## config.mk

```make
export PLATFORM = sky130hd
export DESIGN_NAME = instruction_fetch_unit_flat
export DESIGN_NICKNAME = d
export VERILOG_FILES = /design/src/rtl/risc_i16_pkg.sv /design/src/rtl/instruction_fetch_unit_if.sv /design/src/rtl/instruction_fetch_unit_fetch_queue.sv /design/src/rtl/instruction_fetch_unit.sv /design/src/flat_wrapper.sv
export SDC_FILE = /design/constraint.sdc
export NUM_CORES = 1
export LEC_CHECK = 0
export CORE_UTILIZATION = 30
export CTS_CLUSTER_SIZE = 24
export DETAILED_ROUTE_END_ITERATION = 8
export GPL_TIMING_DRIVEN = 0
export PLACE_DENSITY = 0.64
export SKIP_CTS_REPAIR_TIMING = 1
export SYNTH_ARGS = -nofsm -noshare
export SYNTH_HDL_FRONTEND = slang
export SYNTH_SLANG_ARGS = --single-unit
```

## constraint.sdc

```tcl
create_clock -name Clock -period 2.6 [get_ports Clock]
set_input_delay 0.52 -clock Clock [delete_from_list [all_inputs] [get_ports Clock]]
set_output_delay 0.52 -clock Clock [all_outputs]
set_load 0.02 [all_outputs]
```

## src/rtl/risc_i16_pkg.sv

```systemverilog
// risc_i16_pkg: shared ISA widths, field positions and reset PC for the 16-bit core
package risc_i16_pkg;
    localparam int ILEN = 16;
    localparam int OPCODE_MSB = 15;
    localparam int OPCODE_LSB = 13;
    localparam int REGA_MSB = 12;
    localparam int REGA_LSB = 10;
    localparam int REGB_MSB = 9;
    localparam int REGB_LSB = 7;
    localparam int IMM10_MSB = 9;
    localparam int IMM7_MSB = 6;
    localparam logic [ILEN-1:0] RESET_PC = '0;
    typedef logic [ILEN-1:0] word_t;
    function automatic logic [2:0] opcode_of(word_t w);
        return w[OPCODE_MSB:OPCODE_LSB];
    endfunction
endpackage

```

## src/rtl/instruction_fetch_unit_if.sv

```systemverilog
// instruction_fetch_unit_if: memory, decode and redirect signals of the fetch unit
interface instruction_fetch_unit_if #(parameter int L = 16) ();
    logic [L-1:0] Address;
    logic [L-1:0] Instruction;
    logic         FetchValid;
    logic         FetchReady;
    logic [L-1:0] FetchInstruction;
    logic [L-1:0] FetchPC;
    logic         Redirect;
    logic [L-1:0] RedirectPC;
    modport master (
        output Address, FetchValid, FetchInstruction, FetchPC,
        input  Instruction, FetchReady, Redirect, RedirectPC
    );
    modport slave (
        input  Address, FetchValid, FetchInstruction, FetchPC,
        output Instruction, FetchReady, Redirect, RedirectPC
    );
endinterface

```

## src/rtl/instruction_fetch_unit_fetch_queue.sv

```systemverilog
// fetch_queue: 2-entry synchronous FIFO with flush, valid and full flags
module fetch_queue #(
    parameter int W = 32
) (
    input  logic         clk,
    input  logic         rst,
    input  logic         flush,
    input  logic         push,
    input  logic         pop,
    input  logic [W-1:0] din,
    output logic [W-1:0] dout,
    output logic         valid,
    output logic         full
);
    logic [W-1:0] mem_q [2];
    logic [W-1:0] mem_d [2];
    logic         head_q, head_d, tail_q, tail_d;
    logic [1:0]   count_q, count_d;
    // next pointers/count/storage; flush drops everything but keeps storage
    always_comb begin
        mem_d   = mem_q;
        head_d  = head_q;
        tail_d  = tail_q;
        count_d = count_q;
        if (flush) begin
            head_d  = 1'b0;
            tail_d  = 1'b0;
            count_d = 2'd0;
        end else begin
            if (push) mem_d[tail_q] = din;
            tail_d  = push ? ~tail_q : tail_q;
            head_d  = pop ? ~head_q : head_q;
            count_d = count_q + 2'(push) - 2'(pop);
        end
    end
    // state registers; storage cleared on reset so the head reads zero
    always_ff @(posedge clk) begin
        if (rst) begin
            mem_q   <= '{default: '0};
            head_q  <= 1'b0;
            tail_q  <= 1'b0;
            count_q <= 2'd0;
        end else begin
            mem_q   <= mem_d;
            head_q  <= head_d;
            tail_q  <= tail_d;
            count_q <= count_d;
        end
    end
    assign dout  = mem_q[head_q];
    assign valid = count_q != 2'd0;
    assign full  = count_q == 2'd2;
endmodule

```

## src/rtl/instruction_fetch_unit.sv

```systemverilog
// instruction_fetch_unit: PC register, push/redirect control and fetch queue
module instruction_fetch_unit
    import risc_i16_pkg::*;
#(
    parameter int           l       = ILEN,
    parameter logic [l-1:0] ResetPC = l'(RESET_PC)
) (
    input logic Clock,
    input logic Reset,
    instruction_fetch_unit_if.master bus
);
    logic [l-1:0]   pc_q, pc_d;
    logic [2*l-1:0] head;
    logic           pop, push, valid, full;
    assign pop  = valid & bus.FetchReady;
    assign push = !bus.Redirect & (!full | pop);
    // redirect wins; otherwise the PC advances only when a word is captured
    always_comb begin
        pc_d = bus.Redirect ? bus.RedirectPC : push ? pc_q + l'(1) : pc_q;
    end
    // PC register
    always_ff @(posedge Clock) begin
        if (Reset) pc_q <= ResetPC;
        else pc_q <= pc_d;
    end
    fetch_queue #(.W(2*l)) u_queue (
        .clk   (Clock),
        .rst   (Reset),
        .flush (bus.Redirect),
        .push  (push),
        .pop   (pop),
        .din   ({pc_q, bus.Instruction}),
        .dout  (head),
        .valid (valid),
        .full  (full)
    );
    assign bus.Address          = pc_q;
    assign bus.FetchValid       = valid;
    assign bus.FetchPC          = head[2*l-1:l];
    assign bus.FetchInstruction = head[l-1:0];
endmodule

```

## src/flat_wrapper.sv

```systemverilog
// flat-port wrapper written by rule: the top's interface ports become plain ports
module instruction_fetch_unit_flat import risc_i16_pkg::*;
#(
    parameter int           l       = ILEN,
    parameter logic [l-1:0] ResetPC = l'(RESET_PC)
)
  (Clock, Reset, bus_Address, bus_FetchValid, bus_FetchInstruction, bus_FetchPC, bus_Instruction, bus_FetchReady, bus_Redirect, bus_RedirectPC);
  instruction_fetch_unit_if bus_i ();
  input logic Clock;
  input logic Reset;
  output wire logic [$bits(bus_i.Address)-1:0] bus_Address;
  output wire logic [$bits(bus_i.FetchValid)-1:0] bus_FetchValid;
  output wire logic [$bits(bus_i.FetchInstruction)-1:0] bus_FetchInstruction;
  output wire logic [$bits(bus_i.FetchPC)-1:0] bus_FetchPC;
  input wire logic [$bits(bus_i.Instruction)-1:0] bus_Instruction;
  input wire logic [$bits(bus_i.FetchReady)-1:0] bus_FetchReady;
  input wire logic [$bits(bus_i.Redirect)-1:0] bus_Redirect;
  input wire logic [$bits(bus_i.RedirectPC)-1:0] bus_RedirectPC;
  assign bus_Address = bus_i.Address;
  assign bus_FetchValid = bus_i.FetchValid;
  assign bus_FetchInstruction = bus_i.FetchInstruction;
  assign bus_FetchPC = bus_i.FetchPC;
  assign bus_i.Instruction = bus_Instruction;
  assign bus_i.FetchReady = bus_FetchReady;
  assign bus_i.Redirect = bus_Redirect;
  assign bus_i.RedirectPC = bus_RedirectPC;
  instruction_fetch_unit #(.l(l), .ResetPC(ResetPC)) u_core (.Clock(Clock), .Reset(Reset), .bus(bus_i));
endmodule
```

==> results.ini, run 1 <==
[status]
status=finished clean

[timing]
fin_ws_ps=65.04
hold_viol_final=0
drv_slew=0
rsz0062_at_grt=no
maxSlewHeadroom=0.5388
max_freq_mhz=394.5
whs_ps=412.1
tns_ps=0
setup_viol=0
worstMarginPinSlew_ps=682.2
period_minus_slack_ps=2535
finalCritPeriodShare=0.9750
clock_skew_ps=7.362

[floorplan]
num_rows=39
die_w_um=112.4
die_y_um=112.4
start_util=0.3135
coreArea_um2=11660
pin_count=85
die_area_um2=12630

[grt]
met3_usage=0.03672
use_met1=0.2130
grt_first_pass_wirelength_um=16600
grt.total_usage=0.1678
grt-ovfl-total=0
grt_pass1_vias=3296
grt_max_degree=14
antenna_found_initial=0
use_met2=0.2882
busiest_layer=met2

[clock_network]
cts-root-buf=clkbuf_16
htree_levels=3
clk_path_buf_depth=2
cts-buffers-inserted=9
clkSinkCount=84
cts_tree=yes
clk_latency_ps=330
clk_pin_slew_ps=60

[synthesis]
synth_flop_cell=dfxtp_1
yosysWarnings=0
synthTopCellsByArea=dfxtp_1 46%, nand2_1 14%, mux2_2 9.9%
synth_largest_area_cell=dfxtp_1
synth.avg_cell_area_um2=8.234
syn_nets=483
synth-edff-count=0
yosysMostFrequentCell=nand2_1
synth_common_cells=137 x nand2_1, 84 x dfxtp_1, 65 x a21oi_1, 32 x mux2_2, 28 x clkbuf_1
async_reset_ff_frac=0
ys_types=37
netlist_instances=444
ys_ff_latch=84
synth_top_area_share=0.4600
synth_seq_area_share=0.4600
netlist_area_um2=3656

[place]
dp.cells=669
portBuffers=82
pre_cts_slack_ps=-93.70
gp_congestion=0.7835
place_hpwl_um=7397
place_area_um2=4656

[detailed_routing]
drt-wirelength-per-cell_um=14.98
avgViaCountPerCell=4.937
drt_iter0_markers=179
antenna_left=0
via_count=3372
drc=0
first_pass_iters=4
drt-total-wl_um=10230

[worst_setup_path]
crit_chain=clkbuf_4 -> mux2_2 -> clkdlybuf4s50_1
cp_data_arrival_time_ps=2010
path_max_fanout=10
r2r_slack_ps=530
max_stage_delay_ps=550
critPathCaptureType=output port
required_ps=2080
startpoint_type=flip-flop
cpMaxStageDelayCell=clkdlybuf4s50_1
rr_worst_depth=6
worstSetupPathType=flip-flop to output port

[layout]
syn_to_final_growth_pct=35.15
fill_cells=1169
fin_util=0.4237
instances_no_fill=683
final_cell_area_um2=4941
drive_gt1_frac=0.1130
diodes=0
fin_nets=575

[hold_path]
hold_depth=2
hold_class=primary input to flip-flop

[pwr]
ir_drop_v=0.0003452
p_total_mw=3.031
leakage_nw=1.733
p_per_area_nw_per_um2=613.4

[run]
cap_violations=0

==> layout by cell type (no fill, tap or decap), types with 4 or more instances in the layout <==
cell and count:
nand4_1 6, mux2_2 32, clkdlybuf4s50_1 82, xnor2_1 6, o21ai_0 4, dfxtp_1 84, a211oi_1 6, a311oi_1 8
nor3_1 5, nor2_1 15, or3_1 5, clkbuf_1 24, xor2_1 5, nand3_1 5, a21oi_1 65, clkbuf_16 9
nand2_1 137, inv_1 4
==> cell families (layout without fill, tap and decap cells) <==
| group | count (synthesis) | in the layout | share of synthesized area |
|---|---|---|---|
| and+or+nand+nor | 185 | 185 | 0.2166 |
| AOI/OAI and AO/OA | 89 | 89 | 0.1383 |
| DFF | 84 | 84 | 0.4600 |
| buffers and inverters | 40 | 136 | 0.04996 |
| muxes | 32 | 32 | 0.09856 |
| xor gates and xnor gates | 11 | 11 | 0.02635 |
| adders and majority gates | 3 | 3 | 0.01027 |
==> path summary, 6_finish.rpt <==
kind,to,startpoint
worst max-delay path,bus_FetchPC[7],u_core.u_queue.head_q
worst min-delay path,u_core.bus.Address[14],Reset
worst max register to register,u_core.u_queue.mem_q[49],u_core.u_queue.count_q[1]
worst min register to register,u_core.u_queue.mem_q[6],u_core.u_queue.mem_q[6]
==> power by group <==
group / leakage [nW] / total (mW) / switching, mW / internal [mW]
clock network: 0.133 / 1.18 / 0.493 / 0.690
logic: 0.913 / 0.447 / 0.235 / 0.212
registers: 0.687 / 1.40 / 0.0537 / 1.35
==> registers in the layout (all words and copies together), names as in the netlist <==
signal / flops
u_core.bus.Address: 16
u_core.u_queue.count_q: 2
u_core.u_queue.head_q: 1
u_core.u_queue.mem_q: 64
u_core.u_queue.tail_q: 1
==> worst max-delay path, delay by kind of cell (launching register included) <==
kind / cells / cell delay, ps
buffers and inverters: 2 / 850
DFF: 1 / 460
muxes: 1 / 370
==> layout make-up <==
cell class                 instances  area [um^2]  share of cell area
timing repair buffer              82        820.8              0.1661
inverter                           5        18.77            0.003798
clock buffer                      11        252.7             0.05115
multi-input combinational        320         1792              0.3626
clock inverter                     4        25.02            0.005065
sequential                        84         1682              0.3403
tap                              143        178.9             0.03621
buffer                            34        171.4             0.03469
==> layer usage <==
| metal | share of wire | wire (um) | vias to the layer above |
|---|---|---|---|
| li1 | - | - | 1695 |
| met5 | 0 | 0 | - |
| met3 | 0.048 | 491 | 7 |
| met2 | 0.48 | 4941 | 98 |
| met4 | 0.0071 | 73 | 0 |
| met1 | 0.46 | 4724 | 1572 |
(Power assumes the default switching activity.)
==> inputs of run 2 (changes only) <==
- SETUP_SLACK_MARGIN: default -> 0.15
==> run 2 against run 1 <==
Compared with the run above:
- combinational power is essentially flat
- critical path depth increased by 1
- sequential share of layout area decreased by 0.15 points
- critical endpoint is now bus_FetchPC[8]
- worst setup slack gained 20 ps
- design area is 0.46% higher
- hold slack improved by 2.8 ps
- clock-buffer cell count unchanged
- power about the same
- critical path type unchanged
- via count is 0.74% lower
- register-to-register slack better by 40 ps
==> results.ini, run 2 (same netlist as run 1, synthesis figures left out) <==
[grt]
use_met1=0.2130
grt_first_pass_wirelength_um=16600
grt.total_usage=0.1678
grt_max_degree=14
met3_usage=0.03672
antenna_found_initial=0
use_met2=0.2882
busiest_layer=met2
grt_pass1_vias=3296
grt-ovfl-total=0

[worst_setup_path]
cp_data_arrival_time_ps=2000
critPathCaptureType=output port
worstSetupPathType=flip-flop to output port
crit_chain=clkbuf_2 -> clkbuf_4 -> mux2_2 -> clkdlybuf4s50_1
r2r_start=u_core.u_queue.count_q[1]
path_max_fanout=10
r2r_slack_ps=570
startpoint_type=flip-flop
reg2reg_to=u_core.u_queue.mem_q[13]
cpMaxStageDelayCell=clkdlybuf4s50_1
max_stage_delay_ps=540
rr_worst_depth=6
required_ps=2080

[status]
status=finished clean

[run]
cap_violations=0

[clock_network]
cts_tree=yes
cts-root-buf=clkbuf_16
clk_path_buf_depth=2
clk_latency_ps=330
htree_levels=3
clkSinkCount=84
clk_pin_slew_ps=60
cts-buffers-inserted=9

[timing]
maxSlewHeadroom=0.5330
finalCritPeriodShare=0.9673
tns_ps=0
worstMarginPinSlew_ps=690.8
max_freq_mhz=397.6
period_minus_slack_ps=2515
whs_ps=414.9
clock_skew_ps=6.893
rsz0062_at_grt=yes
hold_viol_final=0
setup_viol=0
drv_slew=0

[place]
portBuffers=82
place_hpwl_um=7397
gp_congestion=0.7835

[pwr]
p_switching_mw=0.7809
p_int_mw=2.250
seqPwrFrac=0.462
ir_drop_v=0.0003448
clock_power_share=0.389
leakage_nw=1.783
p_comb_frac=0.149
p_sw_frac=0.2576
p_total_mw=3.031
p_per_area_nw_per_um2=610.7

[layout]
layout_commonest_cell=nand2_1
syn_to_final_growth_pct=35.76
fill_cells=1170
final_cell_mix=137 x nand2_1, 84 x dfxtp_1, 80 x clkdlybuf4s50_1, 65 x a21oi_1, 32 x mux2_2
largest_register_ffs=64
fin_nets=576
fin_util=0.4256
diodes=0
top_register=u_core.u_queue.mem_q
drive_gt1_frac=0.1201

[floorplan]
die_y_um=112.4
die_area_um2=12630
pin_count=85
coreArea_um2=11660
start_util=0.3135
die_w_um=112.4
num_rows=39

[detailed_routing]
via_count=3347
drt-total-wl_um=10250
avgViaCountPerCell=4.893
drc=0
antenna_left=0
first_pass_iters=4
drt-wirelength-per-cell_um=14.99
drt_iter0_markers=164

[hold_path]
hold_class=primary input to flip-flop
hp-start=Reset
hold_depth=2
holdPathEnd=u_core.bus.Address[10]

[run 2: changes by cell type in the layout (fill, tap and decap cells not counted)]
cell / change
clkbuf_2: +4
clkbuf_1: -3
clkdlybuf4s50_1: -2
dlymetal6s2s_1: +2
buf_2: -1
buf_4: +1
nor3b_2: -1
nor3b_4: +1
[run 2: how the worst max path moves through the flow]
| stage | startpoint | endpoint | slack, ps | cells past startpoint |
|---|---|---|---|---|
| after detailed placement | bus_FetchReady | u_core.u_queue.mem_q[49] | -90 | 7 |
| after global routing | u_core.u_queue.head_q | bus_FetchPC[2] | 40 | 4 |
| final | u_core.u_queue.head_q | bus_FetchPC[8] | 80 | 4 |
| after floorplan | bus_Redirect | u_core.u_queue.count_q[1] | 500 | 10 |
| after CTS | u_core.u_queue.head_q | bus_FetchPC[7] | -370 | 4 |
| after global placement | bus_FetchReady | u_core.u_queue.count_q[1] | -60 | 10 |
[run 2: critical path, delay by kind of cell (launching register included)]
kind                   cells  cell delay [ps]
buffers and inverters      3              990
DFF                        1              300
muxes                      1              380
[run 2: power groups by stage]
| stage | Clock (mW) | Combinational [mW] | Sequential (mW) |
|---|---|---|---|
| 6_report | 1.18 | 0.450 | 1.40 |
| 5_1_grt | 1.26 | 0.489 | 1.41 |
| 4_1_cts | 1.21 | 0.451 | 1.40 |
| 3_5_place_dp | 0 | 0.448 | 1.43 |
| 3_3_place_gp | 0 | 0.442 | 1.42 |
| 2_1_floorplan | 0 | 0.227 | 1.43 |
[run 2: metal layers]
layer / share of wire / vias to the layer above
li1: - / 1692
met1: 0.45 / 1565
met2: 0.49 / 86
met3: 0.056 / 4
met4: 0.0047 / 0
met5: 0 / -
[run 2: final cells by class]
type                       instances  area, um^2  area share
buffer                            35       182.7     0.03680
tap                              143       178.9     0.03605
inverter                           5       18.77    0.003781
timing repair buffer              82       825.8      0.1664
multi-input combinational        320        1798      0.3622
clock inverter                     4       25.02    0.005042
clock buffer                      11       252.7     0.05092
sequential                        84        1682      0.3388
[run 2: through the flow]
stage	cell area [um^2]	worst slack, ps	instances
final	4964	84.96	684
after global routing	4964	39.62	684
after CTS	4933	-365.3	684
after detailed placement	4656	-93.70	669
after global placement	4656	-57.53	669
after floorplan	3656	502.0	444
